===== config.mk =====
export PLATFORM = sky130hd
export DESIGN_NAME = uart_rx_oversampled
export DESIGN_NICKNAME = d
export VERILOG_FILES = /design/src/rtl/uart_pkg.sv /design/src/rtl/uart_baud_tick.sv /design/src/rtl/uart_rx_oversampled.sv
export SDC_FILE = /design/constraint.sdc
export NUM_CORES = 1
export LEC_CHECK = 0
export ABC_AREA = 1
export CORE_AREA = 10 10 97 99
export DETAILED_ROUTE_END_ITERATION = 7
export DIE_AREA = 0 0 107 109
export GPL_ROUTABILITY_DRIVEN = 0
export PLACE_DENSITY = 0.74
export SLEW_MARGIN = 20
export SYNTH_ARGS = -nofsm -noshare
export SYNTH_HDL_FRONTEND = slang
export SYNTH_SLANG_ARGS = --single-unit

===== constraint.sdc =====
create_clock -name Clk -period 1.88 [get_ports Clk]
set_clock_uncertainty 0.15 [all_clocks]
set_input_delay 0.188 -clock Clk [delete_from_list [all_inputs] [get_ports Clk]]
set_output_delay 0.188 -clock Clk [all_outputs]
set_load 0.03 [all_outputs]

===== src/rtl/uart_pkg.sv =====
// Shared UART types and constants for the receive path (and the matching transmitter).
package uart_pkg;

    typedef enum logic [1:0] {PAR_NONE, PAR_EVEN, PAR_ODD, PAR_RSVD} parity_mode_t;

    typedef enum logic [2:0] {IDLE, START, DATA, PARITY, STOP, BREAK_WAIT} rx_state_t;

    localparam int RX_ERR_BREAK  = 0;
    localparam int RX_ERR_PARITY = 1;
    localparam int RX_ERR_FRAME  = 2;

    function automatic logic majority3(input logic a, input logic b, input logic c);
        return (a & b) | (a & c) | (b & c);
    endfunction

endpackage


===== src/rtl/uart_baud_tick.sv =====
// Oversample tick generator: one-cycle Tick every DIV clocks, phase reset by Clear.
module uart_baud_tick #(
    parameter int DIV = 1
) (
    input  logic Clk,
    input  logic Rst,
    input  logic Clear,
    output logic Tick
);

    localparam int CW = (DIV > 1) ? $clog2(DIV) : 1;

    logic [CW-1:0] cnt;

    assign Tick = (cnt == CW'(DIV - 1));

    always_ff @(posedge Clk or posedge Rst) begin
        if (Rst) begin
            cnt <= '0;
        end else if (Clear || Tick) begin
            cnt <= '0;
        end else begin
            cnt <= cnt + 1'b1;
        end
    end

endmodule


===== src/rtl/uart_rx_oversampled.sv =====
// UART receiver: synchronizer, majority-vote bit FSM, and a single-entry holding register
// with overrun detection and RTS flow control.
module uart_rx_oversampled
    import uart_pkg::*;
#(
    parameter int SYSCLK_RATE = 100000000,
    parameter int BAUD_RATE   = 9600,
    parameter int DATA_BITS   = 8,
    parameter int OVERSAMPLE  = 16
) (
    input  logic                 Clk,
    input  logic                 Rst,
    input  logic                 Rx,
    input  logic [1:0]           Cfg_Parity,
    input  logic                 Cfg_Stop2,
    input  logic                 Pop_Data,
    output logic [DATA_BITS-1:0] Data_Out,
    output logic                 Data_Rdy,
    output logic [2:0]           Rx_Error,
    output logic                 Overrun,
    output logic                 Rx_Busy,
    output logic                 RTS
);

    localparam int DIV = (SYSCLK_RATE + (BAUD_RATE * OVERSAMPLE) / 2) / (BAUD_RATE * OVERSAMPLE);
    localparam int SW  = $clog2(OVERSAMPLE);
    localparam int BW  = $clog2(DATA_BITS);

    localparam logic [SW-1:0] S_LO  = SW'(OVERSAMPLE / 2 - 1);
    localparam logic [SW-1:0] S_MID = SW'(OVERSAMPLE / 2);
    localparam logic [SW-1:0] S_HI  = SW'(OVERSAMPLE / 2 + 1);
    localparam logic [SW-1:0] S_END = SW'(OVERSAMPLE - 1);

    if (DIV < 1) begin : g_bad_div
        $error("uart_rx_oversampled: clock too slow for BAUD_RATE*OVERSAMPLE");
    end
    if (DATA_BITS < 5 || DATA_BITS > 9) begin : g_bad_bits
        $error("uart_rx_oversampled: DATA_BITS out of range");
    end
    if (OVERSAMPLE < 4 || (OVERSAMPLE % 2) != 0) begin : g_bad_os
        $error("uart_rx_oversampled: OVERSAMPLE must be even and >= 4");
    end

    logic rx_meta, rx_sync, rx_last;
    logic tick, start_edge, voted, at_vote, at_end, par_en, par_exp, is_break;

    rx_state_t            state;
    parity_mode_t         par_mode;
    logic [SW-1:0]        smp_cnt;
    logic                 smp0, smp1;
    logic [BW-1:0]        bit_idx;
    logic                 stop_idx, stop2;
    logic [DATA_BITS-1:0] shreg;
    logic                 par_bit, par_err, frm_err;
    logic                 wr;
    logic [DATA_BITS-1:0] wr_data;
    logic [2:0]           wr_err, done_err, brk_err;

    always_ff @(posedge Clk or posedge Rst) begin
        if (Rst) begin
            rx_meta <= 1'b1;
            rx_sync <= 1'b1;
            rx_last <= 1'b1;
        end else begin
            rx_meta <= Rx;
            rx_sync <= rx_meta;
            rx_last <= rx_sync;
        end
    end

    assign start_edge = (state == IDLE) && rx_last && !rx_sync;

    uart_baud_tick #(.DIV(DIV)) u_tick (
        .Clk   (Clk),
        .Rst   (Rst),
        .Clear (start_edge),
        .Tick  (tick)
    );

    assign voted    = majority3(smp0, smp1, rx_sync);
    assign at_vote  = tick && (smp_cnt == S_HI);
    assign at_end   = tick && (smp_cnt == S_END);
    assign par_en   = (par_mode == PAR_EVEN) || (par_mode == PAR_ODD);
    assign par_exp  = (par_mode == PAR_ODD) ? ~^shreg : ^shreg;
    assign is_break = (shreg == '0) && (!par_en || !par_bit) && !voted;

    always_comb begin
        done_err                = '0;
        done_err[RX_ERR_PARITY] = par_err;
        done_err[RX_ERR_FRAME]  = frm_err | ~voted;
        brk_err                 = '0;
        brk_err[RX_ERR_BREAK]   = 1'b1;
    end

    always_ff @(posedge Clk or posedge Rst) begin
        if (Rst) begin
            state    <= IDLE;
            par_mode <= PAR_NONE;
            smp_cnt  <= '0;
            smp0     <= 1'b1;
            smp1     <= 1'b1;
            bit_idx  <= '0;
            stop_idx <= 1'b0;
            stop2    <= 1'b0;
            shreg    <= '0;
            par_bit  <= 1'b0;
            par_err  <= 1'b0;
            frm_err  <= 1'b0;
            wr       <= 1'b0;
            wr_data  <= '0;
            wr_err   <= '0;
            Rx_Busy  <= 1'b0;
        end else begin
            wr <= 1'b0;
            if (state != IDLE && tick) begin
                smp_cnt <= at_end ? '0 : smp_cnt + 1'b1;
                if (smp_cnt == S_LO)  smp0 <= rx_sync;
                if (smp_cnt == S_MID) smp1 <= rx_sync;
            end
            case (state)
                IDLE: begin
                    smp_cnt <= '0;
                    if (start_edge) begin
                        state    <= START;
                        Rx_Busy  <= 1'b1;
                        par_mode <= parity_mode_t'(Cfg_Parity);
                        stop2    <= Cfg_Stop2;
                        bit_idx  <= '0;
                        stop_idx <= 1'b0;
                        par_bit  <= 1'b0;
                        par_err  <= 1'b0;
                        frm_err  <= 1'b0;
                    end
                end
                START: begin
                    if (at_vote && voted) begin
                        state   <= IDLE;
                        Rx_Busy <= 1'b0;
                    end else if (at_end) begin
                        state <= DATA;
                    end
                end
                DATA: begin
                    if (at_vote) shreg <= {voted, shreg[DATA_BITS-1:1]};
                    if (at_end) begin
                        if (bit_idx == BW'(DATA_BITS - 1)) begin
                            state <= par_en ? PARITY : STOP;
                        end else begin
                            bit_idx <= bit_idx + 1'b1;
                        end
                    end
                end
                PARITY: begin
                    if (at_vote) begin
                        par_bit <= voted;
                        par_err <= (voted != par_exp);
                    end
                    if (at_end) state <= STOP;
                end
                STOP: begin
                    if (at_vote) begin
                        if (!stop_idx && is_break) begin
                            wr      <= 1'b1;
                            wr_data <= '0;
                            wr_err  <= brk_err;
                            state   <= BREAK_WAIT;
                        end else if (stop_idx == stop2) begin
                            wr      <= 1'b1;
                            wr_data <= shreg;
                            wr_err  <= done_err;
                            state   <= IDLE;
                            Rx_Busy <= 1'b0;
                        end else begin
                            frm_err <= frm_err | ~voted;
                        end
                    end
                    if (at_end) stop_idx <= 1'b1;
                end
                BREAK_WAIT: begin
                    if (rx_sync) begin
                        state   <= IDLE;
                        Rx_Busy <= 1'b0;
                    end
                end
                default: begin
                    state   <= IDLE;
                    Rx_Busy <= 1'b0;
                end
            endcase
        end
    end

    // A pop in the same cycle as a write makes room, so the new word is never an overrun.
    always_ff @(posedge Clk or posedge Rst) begin
        if (Rst) begin
            Data_Out <= '0;
            Rx_Error <= '0;
            Data_Rdy <= 1'b0;
            Overrun  <= 1'b0;
            RTS      <= 1'b1;
        end else if (wr) begin
            if (!Data_Rdy || Pop_Data) begin
                Data_Out <= wr_data;
                Rx_Error <= wr_err;
                Data_Rdy <= 1'b1;
                RTS      <= 1'b0;
            end else begin
                Overrun <= 1'b1;
            end
        end else if (Pop_Data && Data_Rdy) begin
            Data_Rdy <= 1'b0;
            RTS      <= 1'b1;
            Overrun  <= 1'b0;
        end
    end

endmodule


==> results of run 1 <==
[worst min-delay path by stage]
stage,cells past startpoint,end
CTS,2,u_tick.cnt[7]
global placement,0,rx_sync
detailed placement,0,rx_sync
global route,2,u_tick.cnt[2]
finish,2,u_tick.cnt[7]
floorplan,0,rx_meta
[flip-flops by register name, summed over array words and instances (netlist names), 4 cells and up]
signal,cells
Data_Out,8
shreg,8
smp_cnt,4
u_tick.cnt,10
wr_data,8
[per-stage QoR]
step | instances | cell area [um^2] | worst slack (ns) | power [mW]
final | 506 | 4120 | -0.0137 | 4.12
after global routing | 506 | 4120 | -0.154 | 4.37
after CTS | 497 | 3930 | 0.00107 | 4.02
after detailed placement | 480 | 3710 | -0.0511 | 2.77
after global placement | 480 | 3710 | 0.0302 | 2.74
after floorplan | 348 | 3270 | 0.146 | 2.47
[placed cells by master (no fill, tap or decap), types with 2 or more instances in the layout]
master	synthesis	layout
a21oi_1	10	9
and3_1	2	2
buf_12	0	4
buf_4	1	16
clkbuf_8	0	10
clkdlybuf4s50_1	0	20
clkinv_2	1	2
dfrtp_1	61	60
dfstp_2	6	6
ha_1	12	11
inv_1	37	33
inv_2	3	6
inv_6	0	3
mux2_2	11	11
nand2_1	84	75
nand2_2	4	10
nand2_4	2	8
nand3_1	11	11
nand3_4	2	2
nand4_1	5	5
nor2_1	25	21
nor2_2	4	6
nor2_4	0	2
nor3_1	7	6
nor3_2	1	2
nor3b_1	3	2
o21ai_0	20	13
o21ai_1	4	10
o31ai_2	7	6
o31ai_4	0	2
or2_2	2	2
xnor2_1	3	3
xor2_1	6	6
[layout make-up]
type / instances / share of cell area
sequential: 67 / 0.409
multi-input combinational: 238 / 0.370
timing repair buffer: 41 / 0.0994
inverter: 42 / 0.0401
clock buffer: 10 / 0.0334
tap: 102 / 0.0310
clock inverter: 6 / 0.0170
[cell families after synthesis]
family | Yosys count | synth area share
xor gates and xnor gates | 9 | 0.0241
and+or+nand+nor | 155 | 0.222
AOI/OAI and AO/OA | 48 | 0.0945
adders and majority gates | 12 | 0.0459
DFF | 67 | 0.515
muxes | 11 | 0.0379
buffers and inverters | 46 | 0.0601
[timing repair]
| item | CTS | global route |
|---|---|---|
| gates cloned | 0 | 3 |
| buffers inserted | 1 | 6 |
| endpoints found under the setup margin | 12 | 34 |
| resized for setup | 2 | 39 |
| pin swaps | 0 | 7 |
[power by group through the flow]
stage	clock network, mW	registers, mW	logic (mW)
3_3_place_gp	0	1.76	0.979
6_report	1.26	1.75	1.11
5_1_grt	1.33	1.77	1.27
3_5_place_dp	0	1.77	1.01
4_1_cts	1.27	1.74	1.01
2_1_floorplan	0	1.77	0.703
[cells in the mapped netlist (2+ instances only)]
| master | count |
|---|---|
| nand2_1 | 84 |
| dfrtp_1 | 61 |
| inv_1 | 37 |
| nor2_1 | 25 |
| o21ai_0 | 20 |
| ha_1 | 12 |
| mux2_2 | 11 |
| nand3_1 | 11 |
| a21oi_1 | 10 |
| nor3_1 | 7 |
| o31ai_2 | 7 |
| dfstp_2 | 6 |
| xor2_1 | 6 |
| nand4_1 | 5 |
| nand2_2 | 4 |
| nor2_2 | 4 |
| o21ai_1 | 4 |
| inv_2 | 3 |
| nor3b_1 | 3 |
| xnor2_1 | 3 |
| and3_1 | 2 |
| buf_6 | 2 |
| nand2_4 | 2 |
| nand3_4 | 2 |
| o31ai_1 | 2 |
| or2_2 | 2 |
[metal layers]
layer  part of all wire  global-route usage
met2               0.51               0.191
met3              0.046              0.0301
met1               0.43               0.134
met5                  0                   0
met4              0.015              0.0571
[worst register-to-register path: stages, from the launching register on]
cell	delay, ns
dfrtp_1	0.38
inv_1	0.06
ha_2	0.19
nand2_1	0.07
nor2_2	0.11
nand4_1	0.23
nor2_4	0.22
buf_12	0.14
nand2_4	0.07
o31ai_2	0.19
==> flow_metrics.py, run 1 <==
metrics = {
    "placed_design": {
        "dp_hpwl_um": 4600,
        "io_buffers": 21,
    },
    "worst_setup_path": {
        "critical_path.max_fanout": 5,
        "crit_arrival_ns": 2.00,
        "crit_slowest_cell": "dfrtp_1",
        "cp-end-kind": "flip-flop",
        "cp-start-kind": "flip-flop",
        "required_ns": 1.99,
        "cp-startpoint": "u_tick.cnt[0]",
        "path_depth": 9,
        "cp_num_buf_inv": 2,
        "cp-endpoint": "wr_data[1]",
        "path_cells": "inv_1 -> ha_2 -> nand2_1 -> nor2_2 -> nand4_1 -> nor2_4 -> buf_12 -> nand2_4 -> o31ai_2",
        "rr_endpoint": "wr_data[1]",
        "reg2reg_depth": 9,
        "crit_type": "reg -> reg",
        "rrSetupSlack_ns": -0.01,
        "rr_startpoint": "u_tick.cnt[0]",
        "slowest_delay_ns": 0.38,
        "path_delay_family": "simple AND/OR/NAND/NOR gates",
    },
    "yosys": {
        "syn_nets": 367,
        "avgSynthCellArea_um2": 9.39,
        "yosysSeqAreaShare": 0.515,
        "synth_area_um2": 3270,
        "synth-async-reset-ratio": 1.00,
        "yosys-top-cells-area": "dfrtp_1 47%, nand2_1 9.6%, dfstp_2 4.8%",
        "ys_types": 39,
        "yosysWarnings": 0,
        "synth-seq-cells": 67,
        "synth_edf_count": 0,
        "yosysTopAreaCell": "dfrtp_1",
        "synth_top_area_share": 0.467,
        "netlist_instances": 348,
        "synth_top_flop_cell": "dfrtp_1",
    },
    "finish": {
        "fill_cells": 666,
        "nNetsFinal": 418,
        "drive_gt1_frac": 0.267,
        "area_growth_pct": 25.9,
        "regArea_um2": 1690,
        "antenna_cells": 0,
        "fin_util": 0.547,
        "multi_input_area_um2": 1520,
    },
    "floorplan": {
        "row_count": 32,
        "num_io_pins": 22,
        "die_h_um": 109,
        "die_w_um": 107,
        "initial_utilization": 0.434,
        "core_um2": 7530,
        "die_area_um2": 11700,
    },
    "power_and_ir_drop": {
        "power.share.sequential": 0.424,
        "p_sw_mw": 1.42,
        "clkPwrFrac": 0.305,
        "power.density_nw_per_um2": 1000,
        "peakVddDrop_uv": 796,
        "intPower_mw": 2.70,
        "switching_share": 0.345,
        "p_leak_nw": 1.91,
        "combinationalPowerShare": 0.271,
    },
    "status": {
        "outcome": "finished with violations",
        "failed_checks": "setup timing",
    },
    "clocking": {
        "clk_latency_ns": 0.35,
        "root_buffer": "clkbuf_8",
        "clkTransAtPathRegs_ns": 0.08,
        "htree_levels": 3,
        "cts.path.max_buffers": 2,
        "hold_buffers": 0,
        "cts_made_buffers": 9,
        "clock-sinks": 67,
        "cts_tree": "done",
    },
    "drt": {
        "drt-initial-drc-count": 133,
        "vias_per_cell": 4.90,
        "ant_nets": 0,
        "drt_wl_total_um": 6630,
        "num_vias": 2478,
        "drt_first_pass_iters": 4,
        "wl_per_cell_um": 13.1,
        "drcViolationCount": 0,
    },
    "timing": {
        "min_period_ns": 1.89,
        "holdWs_ns": 0.00144,
        "fin_tns_setup_ns": -0.0301,
        "rsz0062_at_grt": "true",
        "report.final.slew_viol_count": 0,
        "slew_headroom": 0.740,
        "finalSetupViolCount": 5,
        "min_period_over_period": 1.01,
        "setup_slack_ns": -0.0137,
        "finalHoldViolCount": 0,
        "tightest_slew_ns": 0.385,
        "clock.fmax_mhz": 528,
    },
    "grt": {
        "antenna_found_initial": 0,
        "grtUsageTotal": 0.114,
        "grt_pass1_vias": 2435,
        "grt_max_degree": 34,
        "globalRoute.totalOverflow": 0,
        "grt_pass1_wl_um": 10900,
    },
    "min_path": {
        "hold_class": "in -> async",
    },
    "flow_run": {
        "drv_cap": 0,
    },
}
No activity file was read; power rests on OpenSTA's default activity.
==> inputs of run 2 (changes only) <==
CTS_CLUSTER_DIAMETER = 200   (was not set)
PLACE_DENSITY = 0.72   (was 0.74)
clock period = 2.3 ns   (was 1.88 ns; I/O delays follow)
==> run 2 against run 1 <==
Against the previous run: the run now ends clean; setup slack improved by 0.31 ns; flip-flop and latch count is the same; cell count fell by 4.2%; final area decreased by 7.7%; combinational power shrank 31%; die area stayed put; maximum frequency decreased by 5.3%; clock power decreased by 22%; first-iteration DRC count rose by 3.0%; critical path depth is 2 lower.
==> flow_metrics.py, run 2 (same netlist as run 1, synthesis figures left out) <==
metrics = {
    "status": {
        "outcome": "finished clean",
    },
    "clocking": {
        "clkTransAtPathRegs_ns": 0.08,
        "hold_buffers": 0,
        "clock-sinks": 67,
        "cts_made_buffers": 9,
        "clk_latency_ns": 0.34,
        "htree_levels": 3,
        "post_cts_buffers": 0,
        "cts.repair.resized": 0,
        "root_buffer": "clkbuf_8",
        "cts_tree": "done",
        "cts.path.max_buffers": 2,
    },
    "power_and_ir_drop": {
        "power.density_nw_per_um2": 838,
        "p_leak_nw": 1.78,
        "power_mw": 3.19,
        "peakVddDrop_uv": 531,
    },
    "timing": {
        "tightest_slew_ns": 0.473,
        "min_period_over_period": 0.869,
        "report.final.slew_viol_count": 0,
        "min_period_ns": 2.00,
        "fin_tns_setup_ns": 0,
        "finalHoldViolCount": 0,
        "slew_headroom": 0.684,
        "rsz0062_at_grt": "false",
        "finalSetupViolCount": 0,
        "clock.fmax_mhz": 500,
    },
    "grt": {
        "grt_pass1_wl_um": 10500,
        "met3_usage": 0.0425,
        "globalRoute.totalOverflow": 0,
        "antenna_found_initial": 0,
        "grt_busiest_layer": "met2",
        "grt_max_degree": 44,
        "grt_pass1_vias": 2359,
        "grtUsageTotal": 0.111,
        "grtUsageMet1": 0.132,
        "grt_use_met2": 0.182,
    },
    "worst_setup_path": {
        "path_cells": "ha_1 -> inv_1 -> a21oi_1 -> nand3_4 -> nand2_2 -> nand2_2 -> o31ai_1",
        "cp-end-kind": "flip-flop",
        "crit_arrival_ns": 2.10,
        "crit_slowest_cell": "dfrtp_1",
        "path_delay_family": "compound AO/OA/AOI/OAI gates",
        "crit_type": "reg -> reg",
        "required_ns": 2.40,
        "cp_num_buf_inv": 1,
        "cp-start-kind": "flip-flop",
        "critical_path.max_fanout": 21,
        "slowest_delay_ns": 0.39,
        "path_common_cell": "nand2_2",
    },
    "floorplan": {
        "die_h_um": 109,
        "core_um2": 7530,
        "die_area_um2": 11700,
        "initial_utilization": 0.434,
        "row_count": 32,
        "num_io_pins": 22,
        "die_w_um": 107,
    },
    "drt": {
        "drcViolationCount": 0,
        "drt_wl_total_um": 6010,
        "ant_nets": 0,
        "vias_per_cell": 4.84,
        "drt-initial-drc-count": 137,
        "wl_per_cell_um": 12.4,
        "drt_first_pass_iters": 5,
        "num_vias": 2345,
    },
    "finish": {
        "fin_util": 0.505,
        "nNetsFinal": 397,
        "area_growth_pct": 16.3,
        "final_common_cell": "nand2_1",
        "largest_register_ffs": 10,
        "antenna_cells": 0,
        "fin_area_um2": 3800,
        "drive_gt1_frac": 0.167,
        "regMostFlops": "u_tick.cnt",
        "final_cells": 485,
        "layout_common_cells": "84 x nand2_1, 61 x dfrtp_1, 36 x inv_1",
        "fill_cells": 720,
    },
    "placed_design": {
        "post_dp_cell_area_um2": 3600,
        "io_buffers": 21,
        "dpl.cell_count": 469,
        "dp_hpwl_um": 4470,
    },
    "min_path": {
        "hold_class": "in -> async",
    },
    "flow_run": {
        "drv_cap": 0,
    },
}
-- run 2: cell count changes in the layout (fill, tap and decap cells not counted), moves of 4 or more --
cell,previous run,this run
buf_4,16,1
nand2_1,75,84
nand2_2,10,4
nand2_4,8,2
nor2_1,21,25
o21ai_0,13,20
o21ai_1,10,4
-- run 2: metal layers --
layer / share of wire / wire (um) / vias to the layer above
li1: - / - / 1193
met1: 0.46 / 2770 / 1104
met2: 0.47 / 2830 / 41
met3: 0.055 / 329 / 7
met4: 0.012 / 75 / 0
met5: 0 / 0 / -
-- run 2: cell type report --
cell class / count / area, um^2 / share of cell area
inverters: 42 / 161 / 0.0424
clock inverters: 6 / 65.1 / 0.0171
clock buffers: 10 / 138 / 0.0362
flip-flops and latches: 67 / 1680 / 0.443
multi-input cells: 235 / 1390 / 0.365
well taps: 102 / 128 / 0.0336
repair buffers: 23 / 238 / 0.0625
-- run 2: where the power goes --
part	total (mW)	switching [mW]	internal, mW
combinational	0.762	0.491	0.272
clock	0.986	0.456	0.529
sequential	1.44	0.125	1.31
-- run 2: tightest hold or removal path, stage by stage --
cell and delay (ns):
clkdlybuf4s50_1 0.42, inv_2 0.08, buf_12 0.23
-- run 2: worst paths after layout --
kind,depth (start not counted),slack (ns),startpoint,to
max,7,0.30,par_mode[1],wr_data[6]
min,3,0.1,Rst,Data_Out[6]
max reg2reg,7,0.30,par_mode[1],wr_data[6]
min reg2reg,0,0.21,rx_meta,rx_sync
max in group asynchronous,3,1.56,Rst,rx_last
min in group Clk,1,0.14,Rx,rx_meta
-- run 2: per-stage QoR --
stage | worst slack [ns] | hold WS, ns
after global routing | 0.0623 | 0.119
final | 0.300 | 0.0961
after global placement | 0.266 | 0.195
after CTS | 0.280 | 0.106
after detailed placement | 0.294 | 0.197
after floorplan | 0.247 | 0.0845
